### src/rtl/fetch_pkg.sv
// Shared types and defaults for the instruction-fetch front end.
// Holds the queue entry bundle and fetch-side constants.
package fetch_pkg;

    localparam int FETCH_PC_W  = 9;
    localparam int FETCH_INS_W = 32;

    localparam logic [FETCH_PC_W-1:0]  DEFAULT_RESET_PC = '0;
    localparam logic [FETCH_INS_W-1:0] NOP_INSTR        = 32'h0000_0013;

    // One fetched instruction and the address it came from.
    typedef struct packed {
        logic [FETCH_PC_W-1:0]  pc;
        logic [FETCH_INS_W-1:0] instr;
    } fetch_entry_t;

    // Sequential successor of a fetch address; wraps modulo 2^PC_W.
    function automatic logic [FETCH_PC_W-1:0] seq_pc(
        input logic [FETCH_PC_W-1:0] pc
    );
        return pc + FETCH_PC_W'(4);
    endfunction

endpackage

### src/rtl/fetch_fifo.sv
// In-order circular queue of fetch_entry_t between memory and decode.
// Ports: clk, reset, push/din, pop, flush, head (entry at rd pointer), occ.
module fetch_fifo
    import fetch_pkg::*;
#(
    parameter int DEPTH = 4,
    localparam int CW = $clog2(DEPTH + 1)
) (
    input  logic         clk,
    input  logic         reset,
    input  logic         push,
    input  fetch_entry_t din,
    input  logic         pop,
    input  logic         flush,
    output fetch_entry_t head,
    output logic [CW-1:0] occ
);

    localparam int PW = (DEPTH > 1) ? $clog2(DEPTH) : 1;
    localparam logic [PW-1:0] LAST = PW'(DEPTH - 1);
    localparam logic [CW-1:0] FULL_OCC = CW'(DEPTH);

    fetch_entry_t mem [DEPTH];
    logic [PW-1:0] rd_ptr;
    logic [PW-1:0] wr_ptr;
    logic empty;
    logic full;
    logic do_pop;
    logic do_push;

    assign empty   = (occ == '0);
    assign full    = (occ == FULL_OCC);
    assign do_pop  = pop && !empty;
    // A full queue can still take a push when the head leaves together.
    assign do_push = push && (!full || do_pop);
    assign head    = mem[rd_ptr];

    always_ff @(posedge clk) begin
        if (do_push && !flush) begin
            mem[wr_ptr] <= din;
        end
    end

    always_ff @(posedge clk) begin
        if (reset || flush) begin
            rd_ptr <= '0;
            wr_ptr <= '0;
            occ    <= '0;
        end else begin
            if (do_pop) begin
                rd_ptr <= (rd_ptr == LAST) ? '0 : rd_ptr + PW'(1);
            end
            if (do_push) begin
                wr_ptr <= (wr_ptr == LAST) ? '0 : wr_ptr + PW'(1);
            end
            unique case ({do_push, do_pop})
                2'b10:   occ <= occ + CW'(1);
                2'b01:   occ <= occ - CW'(1);
                default: occ <= occ;
            endcase
        end
    end

    // Upstream credit accounting must never let a push hit a full queue.
    a_no_overflow : assert property (
        @(posedge clk) disable iff (reset || flush)
        !(push && full && !pop)
    );

endmodule

### src/rtl/fetch_queue_unit.sv
// Fetch front end: issues sequential PCs to imem, queues responses for decode.
// Ports: imem_* request/response, redirect_* from EX, out_* toward IF/ID.
module fetch_queue_unit
    import fetch_pkg::*;
#(
    parameter int PC_W  = FETCH_PC_W,
    parameter int INS_W = FETCH_INS_W,
    parameter int DEPTH = 4,
    parameter logic [PC_W-1:0] RESET_PC = PC_W'(DEFAULT_RESET_PC)
) (
    input  logic             clk,
    input  logic             reset,
    output logic             imem_req,
    output logic [PC_W-1:0]  imem_addr,
    input  logic             imem_ready,
    input  logic             imem_rvalid,
    input  logic [INS_W-1:0] imem_rdata,
    input  logic             redirect_valid,
    input  logic [PC_W-1:0]  redirect_pc,
    output logic             out_valid,
    input  logic             out_ready,
    output logic [PC_W-1:0]  out_pc,
    output logic [INS_W-1:0] out_instr
);

    localparam int CW = $clog2(DEPTH + 1);
    localparam logic [CW:0] CREDITS = (CW + 1)'(DEPTH);

    logic [PC_W-1:0] fetch_pc;
    logic [PC_W-1:0] resp_pc;
    logic [CW-1:0]   outstanding;
    logic [CW-1:0]   drop_cnt;
    logic [CW-1:0]   occ;
    logic [CW:0]     in_use;

    logic accept;
    logic rsp;
    logic keep;
    logic pop;
    fetch_entry_t din;
    fetch_entry_t head;

    // Entries held plus requests in flight may never exceed the queue size,
    // so every response that is kept is guaranteed a slot.
    assign in_use    = {1'b0, occ} + {1'b0, outstanding};
    assign imem_req  = !reset && !redirect_valid && (in_use < CREDITS);
    assign imem_addr = fetch_pc;
    assign accept    = imem_req && imem_ready;

    // A response with nothing outstanding is a protocol error and is ignored.
    assign rsp  = imem_rvalid && (outstanding != '0);
    assign keep = rsp && (drop_cnt == '0) && !redirect_valid;

    assign out_valid = (occ != '0) && !redirect_valid;
    assign pop       = out_valid && out_ready;
    assign out_pc    = (occ != '0) ? head.pc : '0;
    assign out_instr = (occ != '0) ? head.instr : '0;

    assign din.pc    = resp_pc;
    assign din.instr = imem_rdata;

    always_ff @(posedge clk) begin
        if (reset) begin
            fetch_pc    <= RESET_PC;
            resp_pc     <= RESET_PC;
            outstanding <= '0;
            drop_cnt    <= '0;
        end else if (redirect_valid) begin
            // Everything still in flight belongs to the wrong path; a
            // response landing this cycle is already counted out.
            fetch_pc    <= redirect_pc;
            resp_pc     <= redirect_pc;
            outstanding <= outstanding - CW'(rsp);
            drop_cnt    <= outstanding - CW'(rsp);
        end else begin
            if (accept) begin
                fetch_pc <= fetch_pc + PC_W'(4);
            end
            outstanding <= outstanding + CW'(accept) - CW'(rsp);
            if (rsp) begin
                if (drop_cnt != '0) begin
                    drop_cnt <= drop_cnt - CW'(1);
                end else begin
                    resp_pc <= resp_pc + PC_W'(4);
                end
            end
        end
    end

    fetch_fifo #(
        .DEPTH (DEPTH)
    ) u_fifo (
        .clk   (clk),
        .reset (reset),
        .push  (keep),
        .din   (din),
        .pop   (pop),
        .flush (redirect_valid),
        .head  (head),
        .occ   (occ)
    );

    a_rvalid_expected : assert property (
        @(posedge clk) disable iff (reset)
        !(imem_rvalid && (outstanding == '0))
    );

endmodule
### config.mk
export PLATFORM = sky130hd
export DESIGN_NAME = fetch_queue_unit
export DESIGN_NICKNAME = d
export VERILOG_FILES = /design/src/rtl/fetch_pkg.sv /design/src/rtl/fetch_fifo.sv /design/src/rtl/fetch_queue_unit.sv
export SDC_FILE = /design/constraint.sdc
export NUM_CORES = 1
export LEC_CHECK = 0
export BUFFER_PORTS_ARGS = -buffer_cell sky130_fd_sc_hd__buf_2
export CORE_ASPECT_RATIO = 0.8
export CORE_MARGIN = 4
export CORE_UTILIZATION = 50
export CTS_CLUSTER_SIZE = 20
export DETAILED_ROUTE_END_ITERATION = 7
export PLACE_DENSITY = 0.73
export SLEW_MARGIN = 0
export SYNTH_ARGS = -nofsm -noshare
export SYNTH_HDL_FRONTEND = slang
export SYNTH_SLANG_ARGS = --single-unit
### constraint.sdc
create_clock -name clk -period 2.65 [get_ports clk]
set_clock_uncertainty 0.1 [all_clocks]
set_input_delay 0.1325 -clock clk [delete_from_list [all_inputs] [get_ports clk]]
set_output_delay 0.1325 -clock clk [all_outputs]
set_load 0.005 [all_outputs]
==> results.md, run 1 <==
- Dpl cells: 771
- Worst path arrival time: 2.78 ns
- Hold Path Stages: 4
- Clock Root Buffer: clkbuf_16
- H-tree levels: 4
- Tot GR Track Use: 17.7%
- Row count: just over 40
- GRT met2 Usage: 29.6%
- CTS tree: done
- Synth warn: 0
- Met3 GRT Util: 4.26%
- Worst reg2reg setup slack: 0.08 ns
- Synthesis-stage register bit count: approximately 200
- First-pass GRT wire length: 24600 um
- EDFF count, synth: 164
- Design area: 0.00995 sq mm
- Max-Slew Margin vs Limit: 58.5%
- Sink Count: a little under 200
- Routed wire length: 15100 um
- Reg clk slew, reported paths: 0.07 ns
- Worst-Margin Slew: about 0.62 ns
- Core ar.: roughly 0.016 sq mm
- Clock latency on the worst-skew pair: ~0.43 ns
- Initial core utilization: approximately half
- WS Path Type: flop to flop
- Port bufs: about 100
- Area added between synthesis and finish: 24.0%
- Critical path cell sequence: ha_4 -> nor4b_4 -> nand3_1 -> ha_1 -> inv_1 -> ha_2 -> fa_2 -> xor2_1 -> o21ai_1 -> xnor2_1 -> nor2_1
- Area leader, netlist: edfxtp_1
- CP max stage cell: dfxtp_4
- Sequential-to-total area share from yosys stat: 69.6%
- Die area: 0.0181 sq mm
- Post-Synthesis Cell Area: 0.00802 sq mm
- CP Max Fanout: 4
- Top post-synthesis cells by area: edfxtp_1 61%, mux4_2 12%, dfxtp_1 8.2%
- Pleak: 3.51 nW
- Initial drt markers: 237
- Worst r2r path cells: 11
- R2R Path Start: outstanding[2]
- Crit path launch type: flop
- GRT overflow: 0
- Most Crowded Layer GR: met2
- Peak VDD IR: 433 uV
- Vias in the first global route: 4798
- Vias: 4450
- Die height: roughly 120 um
- CTS buffer count: 17
- Critical R2R Capture: outstanding[2]
- Final period utilization: 96.9%
- Syn_area_per_cell: 17.3 sq um
- PwrDens: 699 mW/mm^2
- Synth cell types: 44
- Antenna viol nets, final: 0
- Fin cells: 848
- Initial antenna violation count: 0
- Placed cell area: approximately 0.009 sq mm
- Width of the die: between 100 and 150 um
- Met1 Use GR: 23.3%
- DRC: 0
- Avg WL per Cell: 17.8 um
- Min Tclk post-route: roughly 2.6 ns
- Syn nets: 528
- HP Start: redirect_pc[7]
- Fraction of layout cells with a size suffix above 1: between 30% and 40%
- CP required: approximately 2.9 ns
- Setup Viol. Count Final: 0
- Worst path max stage delay: 0.37 ns
- Status: completed
- Max Cap Viol: 0
- Slew Viols, Final: 0
- Vias/cell: around 5.2
- Share of async-settable or async-resettable flops after synthesis: 0%
- Pre-antenna DRT Iters: 4
- Area fraction of the dominant cell type after synthesis: 61.4%
- DPL Wire Length: 8870 um
- Synth Instances: 463
- Hold Path End: resp_pc[7]
- Worst hold path type: input pin to flop
- WP buf/inv: 1
- Predominant post-synthesis flop cell: edfxtp_1
- Maximum buffer depth of the clock tree: 2
- Ports: 99
- GPL Wtd Cong: 0.821
- CP top delay family: adder cells
- Largest net degree at the start of global routing: 43
- RSZ-0062 raised after global routing: yes
- CP endpoint kind: flop
- Max Clk Rate: around 390 MHz
- Final-stage net count: about 700
- ANT cells: 0
- Count of final hold-check violations: 0
## power by group
group	internal [mW]	switching, mW	total (mW)	leakage [nW]
clock network	1.32	1.16	2.49	0.278
logic	0.438	0.424	0.863	1.47
registers	3.51	0.0921	3.60	1.76
total	5.27	1.68	6.95	3.51
## final cells by class
type                    count  area, sq um
repair buffers            159         1140
clock inverters            15          153
multi-input cells         225         2290
fillers                  1126         5800
clock buffers              17          425
inverters                  20         75.1
well taps                 215          269
flip-flops and latches    197         5590
## repair_timing
action	in CTS	in global routing
hold buffers	42	0
pin swaps	1	8
cloned	0	0
buffers inserted	0	3
gates resized for setup	2	5
hold endpoints to repair	147	0
endpoints found under the setup margin	1	3
## cell families (layout without fill, tap and decap cells)
| group | count (synthesis) | after routing | share of synthesized area [%] |
|---|---|---|---|
| adder cells (fa/ha/maj) | 18 | 18 | 2.99 |
| buffers and inverters | 41 | 211 | 2.31 |
| multiplexers | 47 | 47 | 12.3 |
| AO/OA/AOI/OAI | 36 | 36 | 2.78 |
| XOR/XNOR | 18 | 18 | 1.97 |
| flip-flops | 197 | 197 | 69.6 |
| AND/OR/NAND/NOR | 106 | 106 | 8.06 |
## worst register-to-register path, delay by kind of cell (launching register included)
kind                     cells  cell delay, ns
adder cells (fa/ha/maj)      4            1.05
AO/OA/AOI/OAI                1            0.16
buffers and inverters        1            0.05
AND/OR/NAND/NOR              3            0.45
XOR/XNOR                     2            0.27
flip-flops                   1            0.37
## how the worst max path moves through the flow
stage	end	cells past startpoint	start	slack (ns)
after floorplan	u_fifo.mem[3][0]	5	drop_cnt[0]	0.003
after CTS	outstanding[2]	11	outstanding[1]	0.03
after global placement	outstanding[2]	11	outstanding[2]	0.07
after global routing	outstanding[2]	11	outstanding[2]	-0.04
final	outstanding[2]	11	outstanding[2]	0.08
after detailed placement	outstanding[2]	11	outstanding[2]	0.005
## cells in the final DEF, fill, tap and decap left out, types with 8 or more instances in the layout
cell and instances:
edfxtp_1 164, buf_2 98, dlygate4sd3_1 42, mux4_2 41, nor2b_1 41, dfxtp_1 28
inv_1 20, clkbuf_16 17, a21oi_1 16, nor2_1 14, ha_1 13, nand2_1 12
buf_4 12, a21boi_0 11, xor2_1 10, xnor2_1 8
## per-layer routing
layer / vias up / part of all wire (%)
met5: - / 0
met4: 0 / 1.1
met3: 16 / 4.9
met2: 125 / 50
met1: 2224 / 44
li1: 2085 / -
## registers in the layout (all words and copies together) (netlist names), named ones only
signal / flops
u_fifo.mem: 164
imem_addr: 9
resp_pc: 9
drop_cnt: 3
outstanding: 3
u_fifo.occ: 3
u_fifo.rd_ptr: 2
u_fifo.wr_ptr: 2
## stage by stage
stage	hold WS, ns	setup WS, ns	power, mW	TNS [ns]	utilization, %
global route	0.0355	-0.0356	7.26	-0.0356	63.2
CTS	0.0339	0.0292	6.98	0	62.9
floorplan	0.131	0.00267	4.17	0	-
finish	0.0579	0.0826	6.95	0	63.2
global placement	0.242	0.0734	4.41	0	56.6
detailed placement	0.250	0.00534	4.45	0	56.6
## cell usage after synthesis, drive strengths merged, types with 2 or more instances
library cell,n
nor2b,41
buf,12
fa,2
ha,16
edfxtp,164
inv,20
and2,4
xor2,10
mux4,41
a21oi,16
nor4,3
clkbuf,9
and4,2
and3,3
nor2,14
dfxtp,33
nand4,2
or2,2
o21ai,4
xnor2,8
nor4b,3
nand3,7
nand3b,4
nand2,12
a21boi,11
mux2i,6
nor3,4
Note: power is estimated with default switching activity, not from simulation.
==> run 2, diff against run 1 <==
Settings changed: CTS_BUF_LIST set to sky130_fd_sc_hd__clkbuf_8.
==> results.md, run 2 (synthesis results as in run 1) <==
- Max-Slew Margin vs Limit: 59.0%
- RSZ-0062 raised after global routing: yes
- CTS tree: done
- Width of the die: 150 um
- CP required: 2.91 ns
- Count of final hold-check violations: 0
- Slew Viols, Final: 0
- CP Max Fanout: 4
- Min Tclk post-route: roughly 2.6 ns
- Die height: 121 um
- H-tree levels: 4
- Vias in the first global route: 4767
- Peak VDD IR: about 360 uV
- Status: completed
- Leading cell type in the layout, fill and taps excluded: edfxtp_1
- Initial core utilization: 50.9%
- Die area: between 0.015 and 0.02 sq mm
- Design area: 0.00978 sq mm
- Initial drt markers: 269
- Biggest register: u_fifo.mem
- Final-stage net count: 688
- ANT cells: 0
- CTS buffer count: 17
- Max Clk Rate: 391 MHz
- Vias: 4456
- Clock Root Buffer: clkbuf_8
- Placed cell area: ~0.009 sq mm
- Routed wire length: 15000 um
- Worst-Margin Slew: ~0.62 ns
- Pre-antenna DRT Iters: 4
- Fraction of layout cells with a size suffix above 1: around 33%
- Max Cap Viol: 0
- # fillers: 1130
- Setup Viol. Count Final: 0
- Final period utilization: a little over nine tenths
- Reg clk slew, reported paths: 0.10 ns
- Largest net degree at the start of global routing: 43
- Clock latency on the worst-skew pair: 0.47 ns
- Area added between synthesis and finish: 22.0%
- Initial antenna violation count: 0
- Sink Count: between 150 and 200
- First-pass GRT wire length: 24300 um
- Flip-flop count of the largest register after layout: 164
- Ports: 99
- Core ar.: 0.0157 sq mm
- PwrDens: approximately 650 mW/mm^2
- Port bufs: 98
- Antenna viol nets, final: 0
- Pleak: 3.43 nW
- DPL Wire Length: 8870 um
- Maximum buffer depth of the clock tree: 2
- WS Path Type: flop to flop
- GRT overflow: 0
- CP endpoint kind: flop
- DRC: 0
- Tot GR Track Use: 17.6%
- Vias/cell: ~5.2
- GPL Wtd Cong: between 0.8 and 0.9
- Avg WL per Cell: 17.6 um
- Crit path launch type: flop
- Worst path arrival time: 2.82 ns
- Commonest non-fill, non-tap cells in the layout: 164 x edfxtp_1, 98 x buf_2, 45 x dlygate4sd3_1
- Worst hold path type: input pin to flop
- Setup TNS: 0 ns
- Row count: 41
-- run 2: layer usage --
metal  part of all wire (%)  wire [um]  global-route usage, %  up-vias
li1                       -          -                      -     2089
met1                     43       6490                   23.0     2211
met2                     50       7500                   29.0      140
met3                    5.4        814                   4.67       16
met4                    1.3        194                   5.60        0
met5                      0          0                      0        -
-- run 2: final timing paths --
path                        from             end  slack, ns  cells past startpoint
setup / recovery  outstanding[2]  outstanding[2]       0.09                     11
setup reg to reg  outstanding[2]  outstanding[2]       0.09                     11
hold reg to reg     imem_addr[0]    imem_addr[0]       0.37                      2
hold / removal         out_ready            flop       0.25                      5
-- run 2: final cells by class --
| cell class | count | area [sq um] | share of cell area (%) |
|---|---|---|---|
| clock buffers | 17 | 234 | 2.39 |
| clock inverters | 15 | 153 | 1.56 |
| inverters | 20 | 75.1 | 0.767 |
| multi-input cells | 225 | 2290 | 23.4 |
| flip-flops and latches | 197 | 5600 | 57.2 |
| well taps | 215 | 269 | 2.75 |
| repair buffers | 162 | 1170 | 12.0 |
-- run 2: per-stage QoR --
stage / utilization (%) / hold WS, ns / setup WS [ns] / std cells / power, mW
detailed placement: 56.6 / 0.250 / 0.00534 / 771 / 4.45
global route: 62.1 / 0.223 / -0.0220 / 851 / 6.63
global placement: 56.6 / 0.242 / 0.0734 / 771 / 4.41
CTS: 61.9 / 0.187 / 0.0254 / 848 / 6.36
finish: 62.1 / 0.251 / 0.0927 / 851 / 6.32
floorplan: - / 0.131 / 0.00267 / 463 / 4.17
-- run 2: critical path, stage by stage, from the launching register on --
cell     delay, ns
dfxtp_4       0.38
ha_4          0.23
nor4b_4       0.27
nand3_1       0.11
ha_1          0.29
inv_1         0.05
ha_2          0.17
fa_2          0.36
xor2_1        0.14
o21ai_1       0.16
xnor2_1       0.14
nor2_1        0.05
-- run 2: power by group --
group	internal [mW]	switching, mW
registers	3.51	0.0914
clock network	0.770	1.08
logic	0.441	0.427
total	4.72	1.60
-- run 2: repair_timing --
| action | in CTS | in global routing |
|---|---|---|
| buffers inserted | 0 | 3 |
| gates resized for setup | 2 | 5 |
| pin swaps | 1 | 8 |
| endpoints found under the hold margin | 152 | 0 |
| hold buffers | 45 | 0 |
| cloned | 0 | 0 |
| setup endpoints to repair | 1 | 4 |
==> run 3, diff against run 2 <==
Settings changed: SETUP_SLACK_MARGIN set to 0.3.
==> results.md, run 3 (synthesis results as in run 1) <==
- Row count: 41
- PwrDens: 649 mW/mm^2
- Clock Root Buffer: clkbuf_8
- Worst hold path type: input pin to flop
- Flip-flop count of the largest register after layout: 164
- Port bufs: 98
- Core ar.: about 0.016 sq mm
- Area added between synthesis and finish: 22.4%
- Fraction of layout cells with a size suffix above 1: 33.3%
- First-pass GRT wire length: 24100 um
- CTS buffer count: 17
- Initial core utilization: 50.9%
- Ports: 99
- HP Start: imem_rvalid
- Worst Setup SP: u_fifo.occ[2]
- Vias: 4457
- Max Cap Viol: 0
- Setup TNS: 0 ns
- Commonest non-fill, non-tap cells in the layout: 164 x edfxtp_1, 98 x buf_2, 44 x dlygate4sd3_1
- Maximum buffer depth of the clock tree: 2
- Clock latency on the worst-skew pair: 0.45 ns
- WS Path Type: flop to flop
- Hold Path Stages: 4
- DRC: 0
- GRT overflow: 0
- Worst r2r path cells: 11
- H-tree levels: 4
- Setup Viol. Count Final: 0
- Initial drt markers: 254
- Die area: 0.0181 sq mm
- Final period utilization: 94.4%
- Slew Viols, Final: 0
- CP required: 2.88 ns
- Status: completed
- Worst reg2reg setup slack: 0.15 ns
- Worst-Margin Slew: 0.616 ns
- Largest net degree at the start of global routing: 43
- Hold Path End: drop_cnt[1]
- Count of final hold-check violations: 0
- Worst path arrival time: 2.74 ns
- Final-stage net count: between 600 and 700
- Routed wire length: about 15000 um
- R2R Path Start: u_fifo.occ[2]
- Vias in the first global route: 4692
- Pleak: about 3.5 nW
- Biggest register: u_fifo.mem
- PnR worst setup slack: 0.149 ns
- Sink Count: between 150 and 200
- ANT cells: 0
- Pre-antenna DRT Iters: 4
- Tot GR Track Use: around 18%
- Peak VDD IR: 331 uV
- CTS tree: done
- Max Clk Rate: roughly 400 MHz
- RSZ-0062 raised after global routing: yes
- GPL Wtd Cong: 0.805
- CP endpoint kind: flop
- Leading cell type in the layout, fill and taps excluded: edfxtp_1
- Crit path launch type: flop
- Width of the die: 150 um
- Avg WL per Cell: between 15 and 20 um
- Antenna viol nets, final: 0
- Die height: between 100 and 150 um
- CP Max Fanout: 5
- Reg clk slew, reported paths: 0.09 ns
- Vias/cell: 5.22
- Min Tclk post-route: 2.50 ns
- Hold slack: slightly below 0.05 ns
- Critical R2R Capture: outstanding[2]
- DP Worst Slack: about 0.063 ns
- DPL Wire Length: 9140 um
- Initial antenna violation count: 0
- Max-Slew Margin vs Limit: 58.9%
-- run 3: final cells by class --
type,instances,area (sq um)
Tap cell,215,269
Multi-Input combinational cell,225,2290
Inverter,20,75.1
Fill cell,1162,5930
Clock inverter,14,158
Sequential cell,197,5600
Clock buffer,17,234
Timing Repair Buffer,166,1190
-- run 3: how the worst max path moves through the flow --
stage                     cells past startpoint              to  slack (ns)
after global placement                       11  outstanding[2]        0.11
after detailed placement                     11  outstanding[2]        0.06
after floorplan                              11  outstanding[2]        0.05
after global routing                         11  outstanding[2]        0.05
final                                        11  outstanding[2]        0.15
after CTS                                    11  outstanding[2]        0.14
-- run 3: worst max-delay path, cell delays in order (launching register included) --
cell,delay (ns)
dfxtp_4,0.38
ha_4,0.25
nor4b_4,0.23
nand3_1,0.10
ha_1,0.29
inv_1,0.04
ha_2,0.17
fa_2,0.34
xor2_1,0.15
o21ai_1,0.14
xnor2_1,0.13
nor2_1,0.06
-- run 3: what timing repair did --
| item | CTS | global route |
|---|---|---|
| gates cloned | 0 | 0 |
| endpoints found under the setup margin | 28 | 4 |
| hold endpoints to repair | 149 | 0 |
| pin swaps | 6 | 2 |
| resized for setup | 7 | 0 |
| hold buffers | 44 | 0 |
| buffers inserted | 6 | 2 |
-- run 3: metal layers --
| layer | up-vias | share of wire (%) | GRT usage (%) |
|---|---|---|---|
| li1 | 2093 | - | - |
| met3 | 17 | 5.1 | 5.04 |
| met2 | 111 | 50 | 30.1 |
| met5 | - | 0 | 0 |
| met1 | 2236 | 44 | 22.6 |
| met4 | 0 | 1.1 | 5.03 |
-- run 3: report_power, final --
group / internal, mW / total [mW] / leakage, nW / switching (mW)
registers: 3.51 / 3.60 / 1.76 / 0.0969
logic: 0.447 / 0.873 / 1.50 / 0.426
clock network: 0.920 / 1.89 / 0.199 / 0.967
-- run 3: through the flow --
stage,utilization [%],instances,area (sq um),total power [mW]
after floorplan,-,463,8050,4.17
after global routing,62.3,854,9810,6.65
after global placement,56.5,771,8890,4.41
final,62.3,854,9810,6.36
after CTS,62.2,852,9800,6.41
after detailed placement,56.5,771,8890,4.45
